File: src/rtl/dmem_arbiter.sv
// Two-port arbiter/sequencer for the shared 64-bit data memory.
// One command accepted per cycle, one access cycle, registered response.
module dmem_arbiter #(
   parameter logic [63:0] DATA_START = 64'h10000000,
   parameter int unsigned DATA_WORDS = 'h1000,
   parameter int unsigned MAX_BURST  = 4
) (
   input  logic        clk,
   input  logic        reset,
   input  logic        p0_req,
   input  logic        p0_lock,
   input  logic        p0_word_we,
   input  logic        p0_byte_we,
   input  logic [63:0] p0_addr,
   input  logic [63:0] p0_wdata,
   output logic        p0_gnt,
   output logic        p0_rvalid,
   output logic [63:0] p0_rdata,
   output logic        p0_err,
   input  logic        p1_req,
   input  logic        p1_lock,
   input  logic        p1_word_we,
   input  logic        p1_byte_we,
   input  logic [63:0] p1_addr,
   input  logic [63:0] p1_wdata,
   output logic        p1_gnt,
   output logic        p1_rvalid,
   output logic [63:0] p1_rdata,
   output logic        p1_err,
   output logic [63:0] mem_addr,
   output logic [63:0] mem_wdata,
   output logic        mem_word_we,
   output logic        mem_byte_we,
   input  logic [63:0] mem_rdata
);

   localparam logic [63:0] DATA_END  = DATA_START + 64'(DATA_WORDS) * 64'd8;
   localparam logic [3:0]  BURST_MAX = 4'(MAX_BURST);

   logic [1:0]  req_vec;
   logic [1:0]  lock_vec;
   logic [1:0]  word_we_vec;
   logic [1:0]  byte_we_vec;
   logic [63:0] addr_arr  [2];
   logic [63:0] wdata_arr [2];

   assign req_vec      = {p1_req, p0_req};
   assign lock_vec     = {p1_lock, p0_lock};
   assign word_we_vec  = {p1_word_we, p0_word_we};
   assign byte_we_vec  = {p1_byte_we, p0_byte_we};
   assign addr_arr[0]  = p0_addr;
   assign addr_arr[1]  = p1_addr;
   assign wdata_arr[0] = p0_wdata;
   assign wdata_arr[1] = p1_wdata;

   logic        access_valid_reg;
   logic [63:0] addr_reg;
   logic [63:0] wdata_reg;
   logic        word_we_reg;
   logic        byte_we_reg;
   logic        owner_reg;
   logic        in_range_reg;
   logic        last_owner_reg;
   logic        last_lock_reg;
   logic [3:0]  burst_cnt_reg;
   logic [3:0]  burst_cnt_next;

   logic        any_req;
   logic        winner;
   logic [1:0]  gnt_vec;
   logic [63:0] win_addr;
   logic        in_range_next;

   // Nothing is accepted while reset is held, so no command is lost to the clear.
   always_comb begin
      any_req = 1'b0;
      winner  = 1'b0;
      if (!reset) begin
         case (req_vec)
            2'b01: begin
               any_req = 1'b1;
               winner  = 1'b0;
            end
            2'b10: begin
               any_req = 1'b1;
               winner  = 1'b1;
            end
            2'b11: begin
               any_req = 1'b1;
               if (last_lock_reg && (burst_cnt_reg < BURST_MAX))
                  winner = last_owner_reg;
               else
                  winner = ~last_owner_reg;
            end
            default: begin
               any_req = 1'b0;
               winner  = 1'b0;
            end
         endcase
      end
   end

   assign gnt_vec[0] = any_req & ~winner;
   assign gnt_vec[1] = any_req & winner;
   assign p0_gnt     = gnt_vec[0];
   assign p1_gnt     = gnt_vec[1];

   assign win_addr      = addr_arr[winner];
   assign in_range_next = (win_addr >= DATA_START) && (win_addr < DATA_END);

   always_comb begin
      burst_cnt_next = burst_cnt_reg;
      if (any_req) begin
         if ((winner == last_owner_reg) && last_lock_reg)
            burst_cnt_next = (burst_cnt_reg >= BURST_MAX) ? BURST_MAX : burst_cnt_reg + 4'd1;
         else
            burst_cnt_next = 4'd1;
      end
   end

   always_ff @(posedge clk) begin
      if (reset) begin
         access_valid_reg <= 1'b0;
         addr_reg         <= 64'd0;
         wdata_reg        <= 64'd0;
         word_we_reg      <= 1'b0;
         byte_we_reg      <= 1'b0;
         owner_reg        <= 1'b0;
         in_range_reg     <= 1'b0;
         last_owner_reg   <= 1'b1;
         last_lock_reg    <= 1'b0;
         burst_cnt_reg    <= 4'd0;
      end else begin
         access_valid_reg <= any_req;
         burst_cnt_reg    <= burst_cnt_next;
         if (any_req) begin
            addr_reg       <= win_addr;
            wdata_reg      <= wdata_arr[winner];
            word_we_reg    <= word_we_vec[winner];
            byte_we_reg    <= byte_we_vec[winner];
            owner_reg      <= winner;
            in_range_reg   <= in_range_next;
            last_owner_reg <= winner;
            last_lock_reg  <= lock_vec[winner];
         end
      end
   end

   // Address/data hold their last value between accesses; only the enables drop.
   assign mem_addr    = addr_reg;
   assign mem_wdata   = wdata_reg;
   assign mem_word_we = access_valid_reg & word_we_reg & in_range_reg;
   assign mem_byte_we = access_valid_reg & byte_we_reg & ~word_we_reg & in_range_reg;

   genvar gi;
   generate
      for (gi = 0; gi < 2; gi++) begin : gen_resp
         logic        rvalid_reg;
         logic [63:0] rdata_reg;
         logic        err_reg;
         logic        hit;

         assign hit = access_valid_reg && (owner_reg == 1'(gi));

         always_ff @(posedge clk) begin
            if (reset) begin
               rvalid_reg <= 1'b0;
               rdata_reg  <= 64'd0;
               err_reg    <= 1'b0;
            end else begin
               rvalid_reg <= hit;
               if (hit) begin
                  rdata_reg <= in_range_reg ? mem_rdata : 64'd0;
                  err_reg   <= ~in_range_reg;
               end
            end
         end
      end
   endgenerate

   assign p0_rvalid = gen_resp[0].rvalid_reg;
   assign p0_rdata  = gen_resp[0].rdata_reg;
   assign p0_err    = gen_resp[0].err_reg;
   assign p1_rvalid = gen_resp[1].rvalid_reg;
   assign p1_rdata  = gen_resp[1].rdata_reg;
   assign p1_err    = gen_resp[1].err_reg;

endmodule

File: config.mk
export PLATFORM = sky130hd
export DESIGN_NAME = dmem_arbiter
export DESIGN_NICKNAME = d
export VERILOG_FILES = /design/src/rtl/dmem_arbiter.sv
export SDC_FILE = /design/constraint.sdc
export NUM_CORES = 1
export LEC_CHECK = 0
export BUFFER_PORTS_ARGS = -buffer_cell sky130_fd_sc_hd__buf_2
export CAP_MARGIN = 20
export CORE_AREA = 3 3 232 234
export CTS_BUF_LIST = sky130_fd_sc_hd__clkbuf_4 sky130_fd_sc_hd__clkbuf_8
export CTS_CLUSTER_SIZE = 28
export DETAILED_ROUTE_END_ITERATION = 10
export DIE_AREA = 0 0 235 237
export GPL_TIMING_DRIVEN = 0
export PLACE_DENSITY_LB_ADDON = 0.3
export SLEW_MARGIN = 10
export SYNTH_ARGS = -nofsm -noshare
export SYNTH_HDL_FRONTEND = slang
export SYNTH_SLANG_ARGS = --single-unit
File: constraint.sdc
create_clock -name clk -period 2.17 [get_ports clk]
set_clock_uncertainty 0.1 [all_clocks]
set_input_delay 0.1085 -clock clk [delete_from_list [all_inputs] [get_ports clk]]
set_output_delay 0.1085 -clock clk [all_outputs]
set_load 0.02 [all_outputs]
==> flow_summary.ini, run 1 <==
[yosys]
muxShareOfSynthArea_pct = 12.1
yosysUniqueCellTypes = 36
synth_top_area_share_pct = 49.2
syn_inst = 1242
synth_flop_cell = dfxtp_1
synth.most_common_cell = dfxtp_1
yosys_warnings = 0
synth_nets = 1573
syn_avg_cell_area_um2 = 8.87
synthArstFlopShare_pct = 0
seq_area_frac_synth_pct = 49.2
yosysTopAreaCell = dfxtp_1
synth-compound-area-share_pct = 15.5
synth_area_um2 = 11000
yosys.area_share.xor_xnor_pct = 0.0795
synthSimpleGateAreaFrac_pct = 17.7
ys_top_cells_by_count = dfxtp_1 (271), nor2_1 (139), nand2_1 (134)
synth_fa_ha_area_share_pct = 0.114
ys_ff_latch = 271
synth-edff-count = 0
ys_top_cells_by_area = dfxtp_1 (49%), mux2i_1 (12%), a211oi_1 (9.0%)
synth_top_family_by_area = simple AND/OR/NAND/NOR gates

[drt]
drt_first_pass_iters = 5
via_count = 13700
drt_iter0_markers = 656
wire_per_inst_um = 19.6
drc = 0
drtAntennaViolNets = 0
avgViaCountPerCell = 4.67
wirelength_um = 57700

[power_and_ir_drop]
p_leak_nw = 8.91
power.density_nw_per_um2 = 680
ir_drop_uv = 419
power_mw = 13.3

[die]
io_pins = 594
die_h_um = 237
dieArea_um2 = 55700
die_w_um = 235
core-area_um2 = 52200
num_rows = 84
start_util_pct = 21.1

[layout]
nets = 2552
drive_gt1_share_pct = 32.8
final_area_um2 = 19500
final_cells = 2941
syn_to_final_growth_pct = 77.2

[outcome]
outcome = finished, violations left
violations = negative setup slack

[clocking]
clkSinkCount = 271
clkTransAtPathRegs_ps = 60
cts_tree = yes
numCtsBuffers = 50
root_buffer = clkbuf_8
ctsLongestPathBuffers = 3
clkLatencyLatePin_ps = 610
h-tree-depth = 2

[worst_setup_path]
r2r_cells = 9
r2r_setup_slack_ps = -30
cp_slowest_cell = dfxtp_2
critPathCaptureType = primary output
rr_endpoint = in_range_reg$_SDFFE_PP0P_
critPathKind = register to primary output
timing.rr.start = burst_cnt_reg[2]$_SDFFE_PP0P_
cp_data_required_time_ps = 1960
max_stage_delay_ps = 320
path_cells = nor3b_2, xnor2_1, o21ai_1, buf_6, buf_12, buf_12, and2_4, buf_6
arrival_ps = 2030
cp-start-kind = register
cp_max_fo = 2
critPathTopFamily = buffers and inverters
path_buf_inv = 4

[timing]
fin_crit_ps = 2240
max_slew_margin_pct = 44.7
final-setup-viol-count = 2
final-hold-violation-count = 0
fmaxAchievable_mhz = 446
grt_setup_unrepaired = true
slew_violations = 0
finalSetupTns_ps = -98.0
setup_slack_ps = -71.2
fin_crit_sh_pct = 103
worst_pin_slew_ps = 823

[placement]
place_inst = 2522
placed_cell_area_um2 = 14800
portBuffers = 592
hpwlAfterDp_um = 41000
place_congestion = 0.905
dp_slack_ps = -357

[global_route]
grt_usage_pct = 19.5
grt_pass1_vias = 14200
grt_pass1_wl_um = 84800
antenna_found_initial = 3
grt_max_degree = 14
grt_overflow = 0

[min_path]
min_to = burst_cnt_reg[0]$_SDFFE_PP0P_
worstHoldStart = p1_req
hold_path_class = primary input to register
worst_hold_path.num_cells = 4

[run]
max-cap-violations = 0
==> cells in the final DEF, fill, tap and decap left out, types with 2 or more instances in the layout <==
cell / Yosys / final
clkbuf_4: 0 / 15
nand2b_1: 2 / 2
buf_12: 4 / 6
a21oi_1: 130 / 130
o21a_1: 2 / 2
inv_1: 3 / 3
dlygate4sd3_1: 0 / 329
nor4b_1: 2 / 2
dfxtp_1: 271 / 267
nor4_1: 22 / 22
clkbuf_2: 0 / 5
clkinv_2: 0 / 4
bufinv_16: 0 / 3
mux2i_2: 0 / 13
mux2i_4: 0 / 11
nand3_1: 128 / 128
buf_6: 0 / 8
buf_1: 12 / 10
clkbuf_1: 91 / 84
a211oi_1: 132 / 131
nand2_1: 134 / 134
inv_6: 0 / 2
nand4_1: 6 / 6
diode_2: 0 / 2
nor3_1: 2 / 2
buf_4: 9 / 9
clkbuf_8: 0 / 59
nor2_1: 139 / 139
mux2i_1: 132 / 108
buf_2: 0 / 591
and3_1: 2 / 2
dfxtp_2: 0 / 3
==> cells by family (layout without fill, tap and decap cells) <==
| family | Yosys count | after routing |
|---|---|---|
| other | 0 | 2 |
| multiplexers | 133 | 133 |
| XOR/XNOR | 1 | 1 |
| buffers and inverters | 121 | 1130 |
| AND/OR/NAND/NOR | 445 | 445 |
| adder cells (fa/ha/maj) | 1 | 1 |
| AO/OA/AOI/OAI | 270 | 270 |
| flip-flops | 271 | 271 |
==> layer usage <==
metal	part of all wire, %	routed length [µm]	GRT usage (%)	vias up
met1	40	23300	23.1	6421
met3	7.7	4470	5.46	184
li1	-	-	-	6390
met5	0.029	17	0	-
met4	4.2	2410	8.03	2
met2	48	27400	33.2	740
==> repair_timing <==
item / CTS / global route
pin swaps: 3 / 2
endpoints found under the setup margin: 86 / 86
buffers inserted: 7 / 0
hold buffers: 329 / 0
gates resized for setup: 28 / 40
cloned: 0 / 1
endpoints found under the hold margin: 264 / 0
==> power by group <==
group	internal (mW)	total (mW)	switching (mW)
Combinational	1.22	2.65	1.43
Clock	3.04	5.30	2.26
Sequential	5.21	5.33	0.128
==> layout make-up <==
| cell class | instances | area, µm² |
|---|---|---|
| fillers | 5164 | 32700 |
| repair buffers | 929 | 6350 |
| flip-flops and latches | 271 | 5430 |
| multi-input cells | 850 | 5210 |
| clock buffers | 73 | 917 |
| well taps | 688 | 861 |
| plain buffers | 116 | 603 |
| clock inverters | 9 | 128 |
| inverters | 3 | 11.3 |
| diodes | 2 | 5.00 |
==> worst reg2reg max path, delay by kind of cell, from the launching register on <==
kind,cells,cell delay (ps)
flops,1,320
buf+inv,4,630
xor+xnor,1,110
simple gates,1,190
mux,1,350
compound gates,2,390
==> worst max-delay path by stage <==
stage                                   from                        end  slack [ps]  depth (start not counted)
3_5_place_dp       in_range_reg$_SDFFE_PP0P_                mem_word_we        -360                          5
6_report       burst_cnt_reg[2]$_SDFFE_PP0P_                     p0_gnt         -70                          8
4_1_cts        burst_cnt_reg[2]$_SDFFE_PP0P_  in_range_reg$_SDFFE_PP0P_        -170                          9
5_1_grt        burst_cnt_reg[3]$_SDFFE_PP0P_                     p0_gnt        -210                          8
2_1_floorplan     last_lock_reg$_SDFFE_PP0P_  in_range_reg$_SDFFE_PP0P_         400                          7
3_3_place_gp       in_range_reg$_SDFFE_PP0P_                mem_word_we        -360                          5
==> per-stage QoR <==
stage	utilization, %	hold slack, ps
finish	37.4	142
global route	37.4	117
CTS	37.0	40.2
detailed placement	28.4	298
global placement	28.4	294
floorplan	-	172
No activity file was read; power rests on OpenSTA's default activity.
==> run 2, diff against run 1 <==
--- a/config.mk
+++ b/config.mk
@@ -7,11 +7,13 @@
 export LEC_CHECK = 0
 export BUFFER_PORTS_ARGS = -buffer_cell sky130_fd_sc_hd__buf_2
 export CAP_MARGIN = 20
-export CORE_AREA = 3 3 232 234
+export CELL_PAD_IN_SITES_DETAIL_PLACEMENT = 0
+export CELL_PAD_IN_SITES_GLOBAL_PLACEMENT = 1
+export CORE_AREA = 3 3 229 231
 export CTS_BUF_LIST = sky130_fd_sc_hd__clkbuf_4 sky130_fd_sc_hd__clkbuf_8
 export CTS_CLUSTER_SIZE = 28
 export DETAILED_ROUTE_END_ITERATION = 10
-export DIE_AREA = 0 0 235 237
+export DIE_AREA = 0 0 232 234
 export GPL_TIMING_DRIVEN = 0
 export PLACE_DENSITY_LB_ADDON = 0.3
 export SLEW_MARGIN = 10
==> run 2 against run 1 <==
  * The flow still finishes with violations (negative setup slack)
  * Highest routed layer unchanged
  * Combinational power grew 4%
  * Die area fell by 2.5%
  * Critical path type unchanged
  * Via count shrank 1.4%
  * Global-route usage is 1.5 points higher
  * Sequential power is essentially flat
  * Register-to-register slack better by 20 ps
  * Total power is 0.85% higher
  * Worst hold slack improved by 22 ps
==> flow_summary.ini, run 2 (synthesis gave the netlist of run 1 again) <==
[timing]
holdWs_ps = 164
fin_crit_sh_pct = 103
max_slew_margin_pct = 38.5
finalSetupTns_ps = -81.6
final-setup-viol-count = 3
final-hold-violation-count = 0
setup_slack_ps = -59.7
grt_setup_unrepaired = true
fmaxAchievable_mhz = 448
worst_pin_slew_ps = 915
slew_violations = 0
fin_crit_ps = 2230

[worst_setup_path]
cp-start-kind = register
max_stage_delay_ps = 360
critPathKind = register to primary output
cp-startpoint = burst_cnt_reg[3]$_SDFFE_PP0P_
arrival_ps = 2020
cp_data_required_time_ps = 1960
timing.rr.start = burst_cnt_reg[3]$_SDFFE_PP0P_
critPathTopFamily = buffers and inverters
worst-path-stages = 7
path_cells = nor3b_4, xnor2_2, o21ai_4, buf_12, buf_12, and2_4, buf_6
path_buf_inv = 3
r2r_cells = 10
cp_max_fo = 4
cpMostUsedCell = buf_12
critPathCaptureType = primary output
cp_slowest_cell = dfxtp_4

[power_and_ir_drop]
power_mw = 13.4
seq_power_share_pct = 39.8
share_clk_of_total_power_pct = 39.7
switching_power_mw = 3.89
p_int_mw = 9.50
power_switching_share_pct = 29.0
p_leak_nw = 9.00
ir_drop_uv = 341
pwr-share-comb_pct = 20.5
power.density_nw_per_um2 = 677

[global_route]
grt_usage_pct = 21.0
antenna_found_initial = 8
grt_overflow = 0
grt_pass1_vias = 13900
grt_max_degree = 15
grt_pass1_wl_um = 86400

[placement]
hpwlAfterDp_um = 45200
place_congestion = 0.884
portBuffers = 592
place_inst = 2506

[clocking]
h-tree-depth = 2
clkSinkCount = 271
clkLatencyLatePin_ps = 630
root_buffer = clkbuf_8
cts_tree = yes
numCtsBuffers = 50
ctsLongestPathBuffers = 3
clkTransAtPathRegs_ps = 60

[layout]
drive_gt1_share_pct = 33.7
mostFrequentLayoutCell = buf_2
nets = 2559
syn_to_final_growth_pct = 79.7
final_cells = 2944
layout_common_cells = buf_2 (590), dlygate4sd3_1 (329), dfxtp_1 (267), nor2_1 (139), nand2_1 (134)

[run]
max-cap-violations = 0

[drt]
avgViaCountPerCell = 4.60
drtAntennaViolNets = 0
drc = 0
via_count = 13600
wirelength_um = 60500
wire_per_inst_um = 20.5
drt_iter0_markers = 619
drt_first_pass_iters = 5

[outcome]
violations = negative setup slack
outcome = finished, violations left

[die]
start_util_pct = 21.9
dieArea_um2 = 54300
die_w_um = 232
die_h_um = 234
io_pins = 594
num_rows = 82
core-area_um2 = 50300

[min_path]
hold_path_class = primary input to register
worstHoldStart = p1_req
worst_hold_path.num_cells = 4
run 2: path summary, 6_finish.rpt:
check | slack (ps) | endpoint
hold / removal | 160 | burst_cnt_reg[0]$_SDFFE_PP0P_
setup reg to reg | -10 | mem_addr[48]$_SDFFE_PP0P_
setup / recovery | -60 | p0_gnt
hold reg to reg | 350 | p0_rdata[20]$_SDFFE_PP0P_
run 2: layout make-up:
type | instances | area (µm²)
inverters | 3 | 11.3
clock buffers | 80 | 995
multi-input cells | 850 | 5310
flip-flops and latches | 271 | 5440
clock inverters | 7 | 82.6
fillers | 5112 | 30500
well taps | 672 | 841
plain buffers | 115 | 603
diodes | 9 | 22.5
repair buffers | 937 | 6500
run 2: stage by stage:
stage | utilization [%] | setup slack [ps] | cell area (µm²)
6_report | 39.4 | -59.7 | 19800
5_1_grt | 39.4 | -198 | 19800
4_1_cts | 38.9 | -215 | 19600
3_5_place_dp | 29.5 | -498 | 14800
3_3_place_gp | 29.5 | -494 | 14800
2_1_floorplan | - | 402 | 11000
run 2: layer usage:
| metal | track usage [%] | vias to the layer above | part of all wire [%] |
|---|---|---|---|
| met3 | 6.11 | 165 | 7.7 |
| met1 | 23.9 | 6323 | 39 |
| met4 | 9.18 | 4 | 4.3 |
| met5 | 0 | - | 0.046 |
| li1 | - | 6422 | - |
| met2 | 36.6 | 637 | 49 |
run 2: worst reg2reg max path: stages (launching register included):
cell	delay, ps
dfxtp_4	360
nor3b_4	220
xnor2_2	120
o21ai_4	220
buf_12	160
buf_6	120
buf_12	150
buf_12	180
buf_12	130
mux2i_1	210
a211oi_1	90
run 2: timing repair:
action / 4_1_cts / 5_1_grt
hold buffers: 329 / 0
buffers inserted: 11 / 4
pin swaps: 10 / 6
endpoints found under the setup margin: 117 / 66
cloned: 2 / 0
hold endpoints to repair: 265 / 0
gates resized for setup: 49 / 44
run 2: power by group through the flow:
| stage | registers [mW] | clock network (mW) | logic, mW |
|---|---|---|---|
| floorplan | 5.68 | 0 | 0.786 |
| global placement | 5.42 | 0 | 2.03 |
| detailed placement | 5.43 | 0 | 2.04 |
| CTS | 5.32 | 5.49 | 2.67 |
| global route | 5.35 | 5.68 | 2.93 |
| finish | 5.33 | 5.32 | 2.75 |
